`src/rtl/max7219_tx_pkg.sv`:
```
// Shared types and constants for the MAX7219 serial transmitter.
package max7219_tx_pkg;

  // Transmitter FSM states.
  typedef enum logic [1:0] {
    StIdle      = 2'd0,
    StClkLow    = 2'd1,
    StClkHigh   = 2'd2,
    StLoadPulse = 2'd3
  } tx_state_e;

  // MAX7219 register addresses.
  localparam logic [3:0] AddrNoOp        = 4'h0;
  localparam logic [3:0] AddrDigit0      = 4'h1;
  localparam logic [3:0] AddrDigit1      = 4'h2;
  localparam logic [3:0] AddrDigit2      = 4'h3;
  localparam logic [3:0] AddrDigit3      = 4'h4;
  localparam logic [3:0] AddrDigit4      = 4'h5;
  localparam logic [3:0] AddrDigit5      = 4'h6;
  localparam logic [3:0] AddrDigit6      = 4'h7;
  localparam logic [3:0] AddrDigit7      = 4'h8;
  localparam logic [3:0] AddrDecodeMode  = 4'h9;
  localparam logic [3:0] AddrIntensity   = 4'hA;
  localparam logic [3:0] AddrScanLimit   = 4'hB;
  localparam logic [3:0] AddrShutdown    = 4'hC;
  localparam logic [3:0] AddrDisplayTest = 4'hF;

  // One device command frame: upper nibble is don't-care and sent as zero.
  function automatic logic [15:0] build_frame(input logic [3:0] addr, input logic [7:0] data);
    return {4'h0, addr, data};
  endfunction

endpackage

```
`src/rtl/max7219_tx_tick.sv`:
```
// Half-period timebase: one-cycle tick every G_CLK_DIV enabled cycles.
module max7219_tx_tick #(
  parameter int unsigned G_CLK_DIV = 4
) (
  input  logic clk,
  input  logic rst_n,
  input  logic i_clear,
  input  logic i_en,
  output logic o_tick
);

  localparam int unsigned CntW = (G_CLK_DIV > 1) ? $clog2(G_CLK_DIV) : 1;
  localparam logic [CntW-1:0] CntLast = CntW'(G_CLK_DIV - 1);

  logic [CntW-1:0] r_cnt;

  assign o_tick = i_en && (r_cnt == CntLast);

  // Count enabled cycles; restart on clear so the first half period is full length.
  always_ff @(posedge clk or negedge rst_n) begin
    if (!rst_n) begin
      r_cnt <= '0;
    end else if (i_clear || o_tick) begin
      r_cnt <= '0;
    end else if (i_en) begin
      r_cnt <= r_cnt + 1'b1;
    end
  end

endmodule

```
`src/rtl/max7219_serial_tx.sv`:
```
// Serial transmitter for a chain of cascaded MAX7219 devices: shifts 16 bits per device
// MSB first on o_max7219_clk/o_max7219_din, then strobes o_max7219_load.
module max7219_serial_tx
  import max7219_tx_pkg::*;
#(
  parameter int unsigned G_MATRIX_N  = 1,
  parameter int unsigned G_CLK_DIV   = 4,
  parameter int unsigned G_LOAD_HOLD = 2
) (
  input  logic                      clk,
  input  logic                      rst_n,
  input  logic                      i_start,
  input  logic [16*G_MATRIX_N-1:0]  i_frame_data,
  output logic                      o_busy,
  output logic                      o_done,
  output logic                      o_max7219_clk,
  output logic                      o_max7219_din,
  output logic                      o_max7219_load
);

  localparam int unsigned FrameW   = 16 * G_MATRIX_N;
  localparam int unsigned BitCntW  = $clog2(FrameW + 1);
  localparam int unsigned HoldCntW = (G_LOAD_HOLD > 1) ? $clog2(G_LOAD_HOLD) : 1;
  localparam logic [BitCntW-1:0]  BitCntInit = BitCntW'(FrameW);
  localparam logic [HoldCntW-1:0] HoldLast   = HoldCntW'(G_LOAD_HOLD - 1);

  tx_state_e r_state;
  tx_state_e w_state_d;

  // Bits still to be sent after the one currently on din (MSB is next out).
  logic [FrameW-2:0]   r_shift;
  logic [BitCntW-1:0]  r_bit_cnt;
  logic [HoldCntW-1:0] r_hold_cnt;

  logic r_clk;
  logic r_din;
  logic r_load;
  logic r_busy;
  logic r_done;

  logic w_clk_d;
  logic w_din_d;
  logic w_load_d;
  logic w_busy_d;
  logic w_done_d;

  logic w_accept;
  logic w_tick;
  logic w_tick_en;
  logic w_last_bit;
  logic w_bit_end;
  logic w_shift_en;
  logic w_hold_end;

  // A start coinciding with the done pulse is dropped; it is taken again next cycle.
  assign w_accept   = (r_state == StIdle) && i_start && !r_done;
  assign w_tick_en  = (r_state == StClkLow) || (r_state == StClkHigh);
  assign w_last_bit = (r_bit_cnt == BitCntW'(1));
  assign w_bit_end  = (r_state == StClkHigh) && w_tick;
  assign w_shift_en = w_bit_end && !w_last_bit;
  assign w_hold_end = (r_state == StLoadPulse) && (r_hold_cnt == HoldLast);

  max7219_tx_tick #(
    .G_CLK_DIV (G_CLK_DIV)
  ) u_tick (
    .clk     (clk),
    .rst_n   (rst_n),
    .i_clear (w_accept),
    .i_en    (w_tick_en),
    .o_tick  (w_tick)
  );

  // FSM state register.
  always_ff @(posedge clk or negedge rst_n) begin
    if (!rst_n) begin
      r_state <= StIdle;
    end else begin
      r_state <= w_state_d;
    end
  end

  // FSM next-state logic: two half periods per bit, then the load strobe.
  always_comb begin
    w_state_d = r_state;
    unique case (r_state)
      StIdle: begin
        if (w_accept) begin
          w_state_d = StClkLow;
        end
      end
      StClkLow: begin
        if (w_tick) begin
          w_state_d = StClkHigh;
        end
      end
      StClkHigh: begin
        if (w_tick) begin
          w_state_d = w_last_bit ? StLoadPulse : StClkLow;
        end
      end
      StLoadPulse: begin
        if (w_hold_end) begin
          w_state_d = StIdle;
        end
      end
      default: w_state_d = StIdle;
    endcase
  end

  // FSM output logic: next values of the registered line outputs.
  always_comb begin
    w_clk_d  = (w_state_d == StClkHigh);
    w_load_d = (w_state_d == StLoadPulse);
    w_busy_d = (w_state_d != StIdle);
    w_done_d = w_hold_end;
    // din moves only when clk falls, giving a full half period of setup before each rise.
    w_din_d  = r_din;
    if (w_accept) begin
      w_din_d = i_frame_data[FrameW-1];
    end else if (w_shift_en) begin
      w_din_d = r_shift[FrameW-2];
    end else if ((w_state_d == StIdle) || (w_state_d == StLoadPulse)) begin
      w_din_d = 1'b0;
    end
  end

  // Registered serial-line and handshake outputs, glitch-free toward the devices.
  always_ff @(posedge clk or negedge rst_n) begin
    if (!rst_n) begin
      r_clk  <= 1'b0;
      r_din  <= 1'b0;
      r_load <= 1'b0;
      r_busy <= 1'b0;
      r_done <= 1'b0;
    end else begin
      r_clk  <= w_clk_d;
      r_din  <= w_din_d;
      r_load <= w_load_d;
      r_busy <= w_busy_d;
      r_done <= w_done_d;
    end
  end

  // Shift register and bit counter; frame is captured once so later input changes are ignored.
  always_ff @(posedge clk or negedge rst_n) begin
    if (!rst_n) begin
      r_shift   <= '0;
      r_bit_cnt <= '0;
    end else if (w_accept) begin
      r_shift   <= i_frame_data[FrameW-2:0];
      r_bit_cnt <= BitCntInit;
    end else if (w_bit_end) begin
      if (r_bit_cnt != '0) begin
        r_bit_cnt <= r_bit_cnt - 1'b1;
      end
      if (!w_last_bit) begin
        r_shift <= {r_shift[FrameW-3:0], 1'b0};
      end
    end
  end

  // Load-hold counter runs only while the strobe is high.
  always_ff @(posedge clk or negedge rst_n) begin
    if (!rst_n) begin
      r_hold_cnt <= '0;
    end else if (r_state != StLoadPulse) begin
      r_hold_cnt <= '0;
    end else if (!w_hold_end) begin
      r_hold_cnt <= r_hold_cnt + 1'b1;
    end
  end

  assign o_busy         = r_busy;
  assign o_done         = r_done;
  assign o_max7219_clk  = r_clk;
  assign o_max7219_din  = r_din;
  assign o_max7219_load = r_load;

endmodule

```
`config.mk`:
```
export PLATFORM = sky130hd
export DESIGN_NAME = max7219_serial_tx
export DESIGN_NICKNAME = d
export VERILOG_FILES = /design/src/rtl/max7219_tx_pkg.sv /design/src/rtl/max7219_tx_tick.sv /design/src/rtl/max7219_serial_tx.sv
export SDC_FILE = /design/constraint.sdc
export NUM_CORES = 1
export LEC_CHECK = 0
export CORE_ASPECT_RATIO = 1.25
export CORE_UTILIZATION = 57
export DETAILED_ROUTE_END_ITERATION = 8
export PLACE_DENSITY_LB_ADDON = 0.2
export SYNTH_ARGS = -nofsm -noshare
export SYNTH_HDL_FRONTEND = slang
export SYNTH_SLANG_ARGS = --single-unit
```
`constraint.sdc`:
```
create_clock -name clk -period 5.5 [get_ports clk]
set_input_delay 1.1 -clock clk [delete_from_list [all_inputs] [get_ports clk]]
set_output_delay 1.1 -clock clk [all_outputs]
set_load 0.1 [all_outputs]
```
==> out/qor.csv, run 1 <==
stage,metric,value,unit
routing,drt_wl_total,3515,µm
worst_setup_path,buf_inv_stages_crit_path,1,
die,top_level_ports,24,
worst_setup_path,critical_path.reg2reg.endpoint,o_max7219_din,
synth,ys_async_sr_fraction,1.000,
pwr,finalPower,0.4122,mW
pwr,p_seq_frac,0.535,
worst_setup_path,worst-path-max-fanout,2,
pwr,p_sw,0.08609,mW
global_route,maximum_number_of_pins_on_one_net_before_global_route_repair,31,
worst_setup_path,start_kind,register,
sta,clock.fmax,339.2,MHz
placed_design,hpwlAfterDp,2344,µm
worst_setup_path,crit_end,o_max7219_din,
sta,hold_viol_final,0,
worst_setup_path,critical_path_class,reg -> out,
status,status,"finished, final reports clean",
die,floorplan.core_area,2654,µm²
placed_design,portBuffers,23,
hold_path,holdCritPathClass,reg -> reg,
pwr,sw_frac_of_total,0.2089,
cells_and_area,finalNetCount,216,
clocking,cts_root_buffer,sky130_fd_sc_hd__clkbuf_4,
sta,fraction_of_the_cycle_the_final_worst_path_needs,0.5361,
clocking,cts.repair_timing.setup_buffer_count,0,
worst_setup_path,rrSetupSlack,2710,ps
global_route,global_route.usage.total,0.2535,
worst_setup_path,worst_setup_path_startpoint,o_max7219_din,
synth,synth.lib_cells_used.distinct,36,
global_route,grt.overflow.total,0,
sta,worst_slew_pin_slew,1214,ps
pwr,pwr_density_cell,218.4,nW/µm²
die,die_width,49.28,µm
worst_setup_path,worst-endpoint-required,4400,ps
worst_setup_path,crit_chain,clkdlybuf4s50_1,
routing,via_count,1348,
routing,drt_iter0_markers,81,
global_route,grt_pass1_vias,1268,
clocking,cts_buffers,5,
global_route,wire_length_of_the_first_global_routing_pass,5651,µm
clocking,worstSkewPairLatency,340,ps
synth,cell_type_contributing_the_most_total_cell_area_after_synthesis,sky130_fd_sc_hd__dfrtp_1,
synth,syn-num-nets,199,
synth,synth-main-ff-cell,sky130_fd_sc_hd__dfrtp_1,
pwr,internal_power,0.3261,mW
global_route,grt_antenna_before_repair,0,
worst_setup_path,cp_num_cells,1,
sta,period_minus_slack,2948,ps
synth,number_of_flops_mapped_to_enable_cells_by_yosys,0,
synth,synth.most_common_cell,sky130_fd_sc_hd__dfrtp_1,
clocking,post_cts_hold_buffer_count,0,
sta,maxSlewViolCount,0,
worst_setup_path,crit_family,buffers and inverters,
synth,yosysWarningCount,0,
flow_run,max_cap_violations,0,
clocking,cts_resized,0,
cells_and_area,layout-drive-gt1-share,0.05348,
worst_setup_path,worst_ep_arrival_time,1850,ps
routing,firstDrtPassIters,4,
routing,final_antenna_violating_net_count,0,
clocking,clock_path_buffers,2,
synth,synth.top_cell.area_share,0.4713,
placed_design,globalplace.congestion,0.8641,
synth,share_of_synthesized_area_occupied_by_flip_flops_and_latches,0.4713,
clocking,htree_num_levels,2,
sta,slew_headroom,0.1884,
sta,timing.setup.tns,0,ps
die,initial_core_util,0.6002,
synth,netlist_area,1593,µm²
die,chipHeight,61.10,µm
cells_and_area,flow.area_growth_from_synthesis,18.46,%
clocking,clkSlewWorstSetupHoldPaths,90,ps
routing,drc_errors,0,
worst_setup_path,crit_path_max_incr_delay,1140,ps
worst_setup_path,slowest_stage,sky130_fd_sc_hd__clkdlybuf4s50_1,
die,fp.dieArea,3011,µm²
synth,average_cell_area_after_synthesis,9.425,µm²
sta,timing.clock.skew,15.42,ps
cells_and_area,antennaDiodeCount,0,
worst_setup_path,r2r_start,r_state[1],
die,core.rowCount,21,
pwr,combinationalPowerShare,0.043,
synth,synth_top_cells_by_area,"sky130_fd_sc_hd__dfrtp_1 47%, sky130_fd_sc_hd__ha_1 8.6%, sky130_fd_sc_hd__a21oi_1 6.3%",
synth,ys_top_cells_by_count,"30 x sky130_fd_sc_hd__dfrtp_1, 20 x sky130_fd_sc_hd__a21oi_1, 20 x sky130_fd_sc_hd__nor2_1",
pwr,pwr-share-clk,0.422,
sta,rsz0062_at_grt,no,
sta,finalSetupViolCount,0,
pwr,static_leakage,0.7660,nW
cells_and_area,final.fill_count,214,
pwr,power.ir.vdd_worst,0.1696,mV
worst_setup_path,rr_worst_depth,8,
routing,routedWlPerCell,15.90,µm
synth,synth_seq_cells,30,
synth,syn_inst,169,
clocking,count_of_clock_tree_sinks,30,
clocking,tritoncts_clock_tree,done,
routing,drt-vias-per-instance,6.100,
worst_setup_path,crit_path_end_kind,output pin,
[metrics by stage]
step                      setup WS, ps  std cells  cell area, µm²  hold slack [ps]    util
after CTS                         2544        221            1887            533.3  0.7110
final                             2552        221            1887            522.2  0.7110
after detailed placement          2445        213            1809            507.2  0.6818
after global placement            2514        213            1809            472.4  0.6818
after floorplan                   3275        169            1593            454.2       -
after global routing              2497        221            1887            552.9  0.7110
[logic make-up after synthesis]
logic type                 after synthesis  synth area share
AOI/OAI and AO/OA                       65            0.2404
adders and majority gates               11           0.08641
buffers and inverters                   20           0.05420
DFF                                     30            0.4713
muxes                                    1          0.006285
and+or+nand+nor                         42            0.1414
[power by group through the flow]
| stage | clock [mW] | sequential, mW | combinational, mW |
|---|---|---|---|
| 6_report | 0.174 | 0.220 | 0.0178 |
| 5_1_grt | 0.185 | 0.220 | 0.0197 |
| 4_1_cts | 0.176 | 0.220 | 0.0181 |
| 3_5_place_dp | 0 | 0.225 | 0.0179 |
| 3_3_place_gp | 0 | 0.225 | 0.0178 |
| 2_1_floorplan | 0 | 0.225 | 0.0000713 |
[sequential cells by signal, indices dropped and copies added (netlist names)]
name,cells
o_done,1
r_state,2
o_max7219_load,1
r_hold_cnt,1
o_max7219_clk,1
r_shift,15
u_tick.r_cnt,2
r_bit_cnt,5
o_busy,1
o_max7219_din,1
[cell type report]
class	instances	area [µm²]	area share
well taps	34	42.54	0.02255
inverters	6	22.52	0.01194
multi-input cells	119	755.7	0.4005
flip-flops and latches	30	750.7	0.3979
repair buffers	24	237.7	0.1260
clock inverters	3	40.04	0.02122
clock buffers	5	37.54	0.01989
[how the worst min path moves through the flow]
stage                     startpoint  cells after the start  endpoint
after floorplan           r_hold_cnt                      1    o_done
after global placement    r_hold_cnt                      1    o_done
after global routing      r_hold_cnt                      1    o_done
after detailed placement  r_hold_cnt                      1    o_done
after CTS                 r_hold_cnt                      1    o_done
final                     r_hold_cnt                      1    o_done
[cell usage in the layout, fill, tap and decap left out, drive strengths merged]
master,count
dfrtp,30
clkdlybuf4s50,23
nor2,20
a21oi,20
o21ai,19
a31oi,15
ha,11
inv,6
clkbuf,5
nand2,3
or3,3
nand3,2
nand3b,2
o41ai,2
o211ai,2
and3,2
or4,2
clkinv,2
nor4b,2
nor2b,1
a21boi,1
o211a,1
and2,1
a311o,1
o21a,1
or4b,1
o311a,1
o311ai,1
and3b,1
mux2i,1
nand2b,1
nand4,1
o31ai,1
bufinv,1
buf,1
[layer usage]
| metal | GRT usage | wire length (µm) | vias to the layer above |
|---|---|---|---|
| li1 | - | - | 647 |
| met1 | 0.3105 | 1429 | 647 |
| met2 | 0.4364 | 1847 | 50 |
| met3 | 0.05926 | 195 | 4 |
| met4 | 0.1050 | 42 | 0 |
| met5 | 0 | 0 | - |
Note: power is estimated with default switching activity, not from simulation.
==> run 2: changes to the inputs <==
--- a/config.mk
+++ b/config.mk
@@ -6,7 +6,7 @@
 export NUM_CORES = 1
 export LEC_CHECK = 0
 export CORE_ASPECT_RATIO = 1.25
-export CORE_UTILIZATION = 57
+export CORE_UTILIZATION = 48
 export DETAILED_ROUTE_END_ITERATION = 8
 export PLACE_DENSITY_LB_ADDON = 0.2
 export SYNTH_ARGS = -nofsm -noshare
==> constraint.sdc (replaced) <==
create_clock -name clk -period 2.5 [get_ports clk]
set_input_delay 0.5 -clock clk [delete_from_list [all_inputs] [get_ports clk]]
set_output_delay 0.5 -clock clk [all_outputs]
set_load 0.1 [all_outputs]
==> run 2 against run 1 <==
Critical path depth grew 7. Global-route usage fell by 2.4 points. Total power increased by 120%. Final cell count increased by 3.6%. Sequential power increased by 120%. Clock skew is 1.3 ps lower. Clock power up 130%. Register-to-register slack got worse by 2600 ps. Routed wire length decreased by 0.37%. Worst setup slack got worse by 2400 ps. Sequential share of layout area shrank 0.95 points. Design area rose by 2.5%.
==> out/qor.csv, run 2 (synthesis gave the netlist of run 1 again) <==
stage,metric,value,unit,change
global_route,grt_antenna_before_repair,0,,unchanged
cells_and_area,seqCellArea,750.7,µm²,unchanged
cells_and_area,mostFrequentLayoutCell,sky130_fd_sc_hd__dfrtp_1,,
hold_path,hold_depth,1,,unchanged
pwr,finalPower,0.9267,mW,+120%
cells_and_area,flow.area_growth_from_synthesis,21.37,%,
die,die_width,53.53,µm,+8.6%
cells_and_area,antennaDiodeCount,0,,unchanged
sta,clock.fmax,425.7,MHz,
global_route,wire_length_of_the_first_global_routing_pass,5892,µm,+4.3%
sta,period_minus_slack,2349,ps,
worst_setup_path,worst-endpoint-required,2660,ps,-1740 ps
cells_and_area,largest-register,r_shift,,
clocking,tritoncts_clock_tree,done,,
worst_setup_path,critical_path.reg2reg.endpoint,o_max7219_din,,
die,initial_core_util,0.4986,,-0.1016
global_route,maximum_number_of_pins_on_one_net_before_global_route_repair,31,,unchanged
routing,firstDrtPassIters,4,,unchanged
worst_setup_path,crit_path_end_kind,register,,
global_route,grt_pass1_vias,1354,,+6.8%
global_route,grt.overflow.total,0,,unchanged
clocking,htree_num_levels,2,,unchanged
pwr,static_leakage,0.7948,nW,+3.8%
cells_and_area,finalInstanceArea,1933,µm²,+2.5%
placed_design,globalplace.congestion,0.9462,,+9.5%
routing,via_count,1380,,+2.4%
worst_setup_path,critical_path_class,reg -> reg,,
pwr,power.ir.vdd_worst,0.3840,mV,+130%
clocking,cts_resized,0,,unchanged
cells_and_area,largest_register_ffs,15,,unchanged
cells_and_area,multiInputGateArea,755.7,µm²,unchanged
sta,timing.clock.skew,14.13,ps,-1.294 ps
cells_and_area,layout-drive-gt1-share,0.1042,,+0.05069
hold_path,holdCritPathClass,reg -> reg,,
die,top_level_ports,24,,unchanged
flow_run,max_cap_violations,0,,unchanged
sta,slew_headroom,0.4562,,+0.2677
placed_design,placement.cell_area,1838,µm²,+1.6%
clocking,cts_buffers,5,,unchanged
sta,finalSetupViolCount,0,,unchanged
sta,fraction_of_the_cycle_the_final_worst_path_needs,0.9395,,
die,floorplan.core_area,3194,µm²,+20%
clocking,clock_path_buffers,2,,unchanged
worst_setup_path,rrSetupSlack,150,ps,-2560 ps
worst_setup_path,r2r_start,r_state[1],,
sta,rsz0062_at_grt,no,,
routing,drc_errors,0,,unchanged
cells_and_area,reg.largest.list,"r_shift x15, r_bit_cnt x5",,
clocking,worstSkewPairLatency,280,ps,-60 ps
sta,fin_worst_hold_slack,519.5,ps,-2.761 ps
worst_setup_path,worst-path-max-fanout,8,,+6
die,chipHeight,66.41,µm,+8.7%
sta,timing.setup.tns,0,ps,unchanged
placed_design,portBuffers,23,,unchanged
worst_setup_path,worst_ep_arrival_time,2510,ps,+660 ps
global_route,global_route.usage.total,0.2298,,-0.02377
placed_design,hpwlAfterDp,2350,µm,+0.26%
status,status,"finished, final reports clean",,
die,core.rowCount,23,,+9.5%
routing,final_antenna_violating_net_count,0,,unchanged
hold_path,timing.hold.worst_endpoint,o_done,,
clocking,cts_root_buffer,sky130_fd_sc_hd__clkbuf_8,,
clocking,cts.repair_timing.setup_buffer_count,0,,unchanged
clocking,post_cts_hold_buffer_count,0,,unchanged
worst_setup_path,rr_worst_depth,8,,unchanged
routing,drt-vias-per-instance,6.026,,-1.2%
routing,routedWlPerCell,15.29,µm,-3.9%
sta,maxSlewViolCount,0,,unchanged
cells_and_area,most-common-layout-cells,"30 x sky130_fd_sc_hd__dfrtp_1, 20 x sky130_fd_sc_hd__nor2_1, 20 x sky130_fd_sc_hd__a21oi_1, 18 x sky130_fd_sc_hd__o21ai_0, 18 x sky130_fd_sc_hd__clkdlybuf4s50_1",,
clocking,count_of_clock_tree_sinks,30,,unchanged
sta,worst_slew_pin_slew,804.4,ps,-409.7 ps
cells_and_area,final.fill_count,259,,+21%
cells_and_area,finalNetCount,221,,+2.3%
routing,drt_wl_total,3502,µm,-0.37%
sta,hold_viol_final,0,,unchanged
pwr,pwr_density_cell,479.4,nW/µm²,+120%
hold_path,hold_path_startpoint,r_hold_cnt,,
die,fp.dieArea,3554,µm²,+18%
clocking,clkSlewWorstSetupHoldPaths,60,ps,-30 ps
worst_setup_path,start_kind,register,,
routing,drt_iter0_markers,55,,-32%
==> run 2: changes by cell type in the layout (fill, tap and decap cells not counted), sizes merged <==
cell / before / now
clkinvlp: 0 / 1
clkinv: 2 / 1
clkdlybuf4s50: 23 / 18
buf: 1 / 11
clkbuf: 5 / 6
bufinv: 1 / 0
==> run 2: per-layer routing <==
layer	global-route usage	share of wire	vias up
li1	-	-	653
met1	0.2822	0.44	677
met2	0.3734	0.49	48
met3	0.05287	0.066	2
met4	0.1020	0.0069	0
met5	0	0	-
==> run 2: area by class of cell <==
cell class / instances / share of cell area
multi-input combinational: 119 / 0.3909
sequential: 30 / 0.3884
timing repair buffer: 29 / 0.1359
clock buffer: 6 / 0.04272
tap: 37 / 0.02395
inverter: 6 / 0.01165
clock inverter: 2 / 0.006473
==> run 2: power by group <==
group | internal, mW | switching [mW]
sequential | 0.485 | 0
combinational | 0.0254 | 0.0134
clock | 0.221 | 0.182
==> run 2: metrics by stage <==
stage,cells,utilization,setup WS [ps]
CTS,229,0.6052,153.4
global placement,221,0.5754,250.1
detailed placement,221,0.5754,155.9
global route,229,0.6052,2.962
finish,229,0.6052,151.2
floorplan,169,-,294.2
==> run 2: how the worst max path moves through the flow <==
stage	start	end	slack (ps)	cells past startpoint
floorplan	r_state[1]	o_max7219_din	290	9
global placement	r_state[1]	o_max7219_din	250	8
detailed placement	r_state[1]	o_max7219_din	160	8
CTS	r_state[1]	o_max7219_din	150	8
global route	r_state[1]	o_max7219_din	3	8
finish	r_state[1]	o_max7219_din	150	8
==> run 2: critical path: stages, from the launching register on <==
cell and delay [ps]:
sky130_fd_sc_hd__dfrtp_1 420, sky130_fd_sc_hd__inv_1 110, sky130_fd_sc_hd__ha_1 380, sky130_fd_sc_hd__and3_1 190
sky130_fd_sc_hd__a311o_1 330, sky130_fd_sc_hd__o311ai_0 340, sky130_fd_sc_hd__ha_1 300, sky130_fd_sc_hd__o211ai_1 90
sky130_fd_sc_hd__a21oi_1 80
==> run 3: changes to the inputs <==
--- a/config.mk
+++ b/config.mk
@@ -6,7 +6,7 @@
 export NUM_CORES = 1
 export LEC_CHECK = 0
 export CORE_ASPECT_RATIO = 1.25
-export CORE_UTILIZATION = 48
+export CORE_UTILIZATION = 57
 export DETAILED_ROUTE_END_ITERATION = 8
 export PLACE_DENSITY_LB_ADDON = 0.2
 export SYNTH_ARGS = -nofsm -noshare
==> constraint.sdc (replaced) <==
create_clock -name clk -period 2.9 [get_ports clk]
set_input_delay 0.58 -clock clk [delete_from_list [all_inputs] [get_ports clk]]
set_output_delay 0.58 -clock clk [all_outputs]
set_load 0.1 [all_outputs]
==> run 3 against run 2 <==
First-iteration DRC count is 33% lower. Routed wire length decreased by 4.3%. Worst hold slack got worse by 14 ps. Combinational power shrank 15%. Die area down 15%. Clock-buffer cell count rose by 2. Sequential power is 14% lower. Utilization up 12 points. Via count down 1.6%. Total power down 18%. Final cell count down 1.3%. Maximum frequency rose by 0.23%. Largest power group unchanged.
==> out/qor.csv, run 3 (synthesis gave the netlist of run 1 again) <==
stage,metric,value,unit,change
worst_setup_path,buf_inv_stages_crit_path,1,,unchanged
worst_setup_path,crit_chain,inv_1 -> ha_1 -> and3_1 -> a311o_1 -> o311ai_0 -> ha_1 -> o211ai_1 -> a21oi_1,,
die,die_width,49.28,µm,-7.9%
hold_path,holdCritPathClass,reg -> reg,,
placed_design,globalplace.congestion,0.8668,,-8.4%
worst_setup_path,crit_path_max_incr_delay,420,ps,about the same
worst_setup_path,worst_ep_arrival_time,2570,ps,+60 ps
die,core.rowCount,21,,-8.7%
routing,final_antenna_violating_net_count,0,,unchanged
clocking,cts_resized,0,,unchanged
sta,hold_viol_final,0,,unchanged
worst_setup_path,critical_path.reg2reg.endpoint,o_max7219_din,,
clocking,post_cts_hold_buffer_count,0,,unchanged
global_route,wire_length_of_the_first_global_routing_pass,5699,µm,-3.3%
routing,drc_errors,0,,unchanged
sta,finalSetupViolCount,0,,unchanged
die,initial_core_util,0.6002,,+0.1016
cells_and_area,largest_register_ffs,15,,unchanged
worst_setup_path,worst-endpoint-required,3130,ps,+470 ps
sta,slew_headroom,0.3867,,-0.06948
routing,drt-vias-per-instance,6.009,,-0.29%
worst_setup_path,r2r_start,r_state[1],,
clocking,cts_root_buffer,sky130_fd_sc_hd__clkbuf_4,,
die,fp.dieArea,3011,µm²,-15%
sta,timing.clock.skew,13.34,ps,-0.7856 ps
die,top_level_ports,24,,unchanged
cells_and_area,mostFrequentLayoutCell,sky130_fd_sc_hd__dfrtp_1,,
worst_setup_path,rr_worst_depth,8,,unchanged
cells_and_area,finalNetCount,221,,unchanged
cells_and_area,largest-register,r_shift,,
cells_and_area,antennaDiodeCount,0,,unchanged
worst_setup_path,rrSetupSlack,560,ps,+410 ps
hold_path,timing.hold.worst_endpoint,o_done,,
clocking,count_of_clock_tree_sinks,30,,unchanged
sta,clock.fmax,426.7,MHz,+0.23%
worst_setup_path,crit_family,compound AO/OA/AOI/OAI gates,,
sta,fraction_of_the_cycle_the_final_worst_path_needs,0.8081,,-0.1314
placed_design,post-place-cells,218,,-1.4%
die,floorplan.core_area,2654,µm²,-17%
placed_design,hpwlAfterDp,2256,µm,-4.0%
flow_run,max_cap_violations,0,,unchanged
routing,firstDrtPassIters,5,,+1
sta,worst_slew_pin_slew,907.2,ps,+102.8 ps
sta,timing.setup.tns,0,ps,unchanged
pwr,pwr_density_cell,396.5,nW/µm²,-17%
cells_and_area,layout-drive-gt1-share,0.1042,,unchanged
routing,drt_wl_total,3350,µm,-4.3%
clocking,clock_path_buffers,2,,unchanged
clocking,clkSlewWorstSetupHoldPaths,100,ps,+40 ps
clocking,worstSkewPairLatency,330,ps,+50 ps
sta,maxSlewViolCount,0,,unchanged
global_route,grt_pass1_vias,1243,,-8.2%
global_route,maximum_number_of_pins_on_one_net_before_global_route_repair,31,,unchanged
pwr,power.ir.vdd_worst,0.3557,mV,-7.4%
worst_setup_path,critical_path_class,reg -> reg,,
routing,routed_length_on_met2,1590,µm,-7.5%
worst_setup_path,cp_common_cell,sky130_fd_sc_hd__ha_1,,
routing,dr.max_layer_used,met4,,
cells_and_area,reg.largest.list,"r_shift x15, r_bit_cnt x5",,
placed_design,portBuffers,23,,unchanged
clocking,cts_buffers,5,,unchanged
global_route,global_route.usage.total,0.2584,,+0.02864
sta,period_minus_slack,2343,ps,-5.359 ps
global_route,grt_antenna_before_repair,0,,unchanged
routing,met3RoutedLength,209,µm,-9.1%
global_route,grt.overflow.total,0,,unchanged
routing,via_count,1358,,-1.6%
cells_and_area,most-common-layout-cells,"30 x sky130_fd_sc_hd__dfrtp_1, 20 x sky130_fd_sc_hd__nor2_1, 20 x sky130_fd_sc_hd__a21oi_1, 18 x sky130_fd_sc_hd__o21ai_0, 18 x sky130_fd_sc_hd__clkdlybuf4s50_1",,
hold_path,hold_depth,1,,unchanged
clocking,htree_num_levels,2,,unchanged
worst_setup_path,slowest_stage,sky130_fd_sc_hd__dfrtp_1,,
die,chipHeight,61.10,µm,-8.0%
worst_setup_path,worst-path-max-fanout,8,,unchanged
routing,routedWlPerCell,14.82,µm,-3.1%
routing,drt_iter0_markers,37,,-33%
clocking,tritoncts_clock_tree,done,,
routing,length_of_routed_wiring_on_met1,1468,µm,-3.9%
clocking,cts.repair_timing.setup_buffer_count,0,,unchanged
pwr,static_leakage,0.7922,nW,-0.33%
cells_and_area,final_cell_count_no_fill,226,,-1.3%
status,status,"finished, final reports clean",,
hold_path,hold_path_startpoint,r_hold_cnt,,
sta,rsz0062_at_grt,no,,
cells_and_area,flow.area_growth_from_synthesis,20.11,%,
worst_setup_path,start_kind,register,,
worst_setup_path,crit_path_end_kind,register,,
-- run 3: changes by cell type in the layout (fill, tap and decap cells not counted), sizes merged --
cell,previous run,this run
clkbuf,6,8
clkinvlp,1,0
clkinv,1,0
-- run 3: per-stage QoR --
stage	worst slack (ps)	util	instance area [µm²]	power, mW	hold WS, ps
2_1_floorplan	694.2	-	1593	0.4265	284.4
3_3_place_gp	652.5	0.6912	1834	0.4596	470.3
3_5_place_dp	561.9	0.6912	1834	0.4603	483.2
5_1_grt	303.0	0.7209	1913	0.7900	525.5
6_report	556.5	0.7209	1913	0.7585	506.0
4_1_cts	557.2	0.7209	1913	0.7709	509.3
-- run 3: routing by layer --
metal | vias up | track usage
li1 | 658 | -
met1 | 646 | 0.3165
met2 | 46 | 0.4110
met3 | 8 | 0.07901
met4 | 0 | 0.1471
met5 | - | 0
-- run 3: cell type report --
type                       count  area, µm²
fill                         203      740.7
sequential                    30      750.7
tap                           34      42.54
clock buffer                   8      78.83
inverter                       6      22.52
timing repair buffer          29      262.8
multi-input combinational    119      755.7
-- run 3: worst register-to-register path, cell delays in order, from the launching register on --
cell and delay [ps]:
sky130_fd_sc_hd__dfrtp_1 420, sky130_fd_sc_hd__inv_1 110, sky130_fd_sc_hd__ha_1 390, sky130_fd_sc_hd__and3_1 180
sky130_fd_sc_hd__a311o_1 320, sky130_fd_sc_hd__o311ai_0 340, sky130_fd_sc_hd__ha_1 300, sky130_fd_sc_hd__o211ai_1 90
sky130_fd_sc_hd__a21oi_1 80
-- run 3: worst max path at each step --
| stage | cells past startpoint | slack, ps | start | to |
|---|---|---|---|---|
| after floorplan | 9 | 690 | r_state[1] | o_max7219_din |
| after global placement | 8 | 650 | r_state[1] | o_max7219_din |
| after detailed placement | 8 | 560 | r_state[1] | o_max7219_din |
| after CTS | 8 | 560 | r_state[1] | o_max7219_din |
| after global routing | 8 | 300 | r_state[1] | o_max7219_din |
| final | 8 | 560 | r_state[1] | o_max7219_din |
-- run 3: power breakdown --
group          leakage, nW  switching, mW  total (mW)  internal, mW
registers            0.336              0       0.418         0.418
logic                0.411         0.0111      0.0330        0.0219
clock network       0.0446          0.142       0.308         0.165
total                0.792          0.153       0.759         0.605
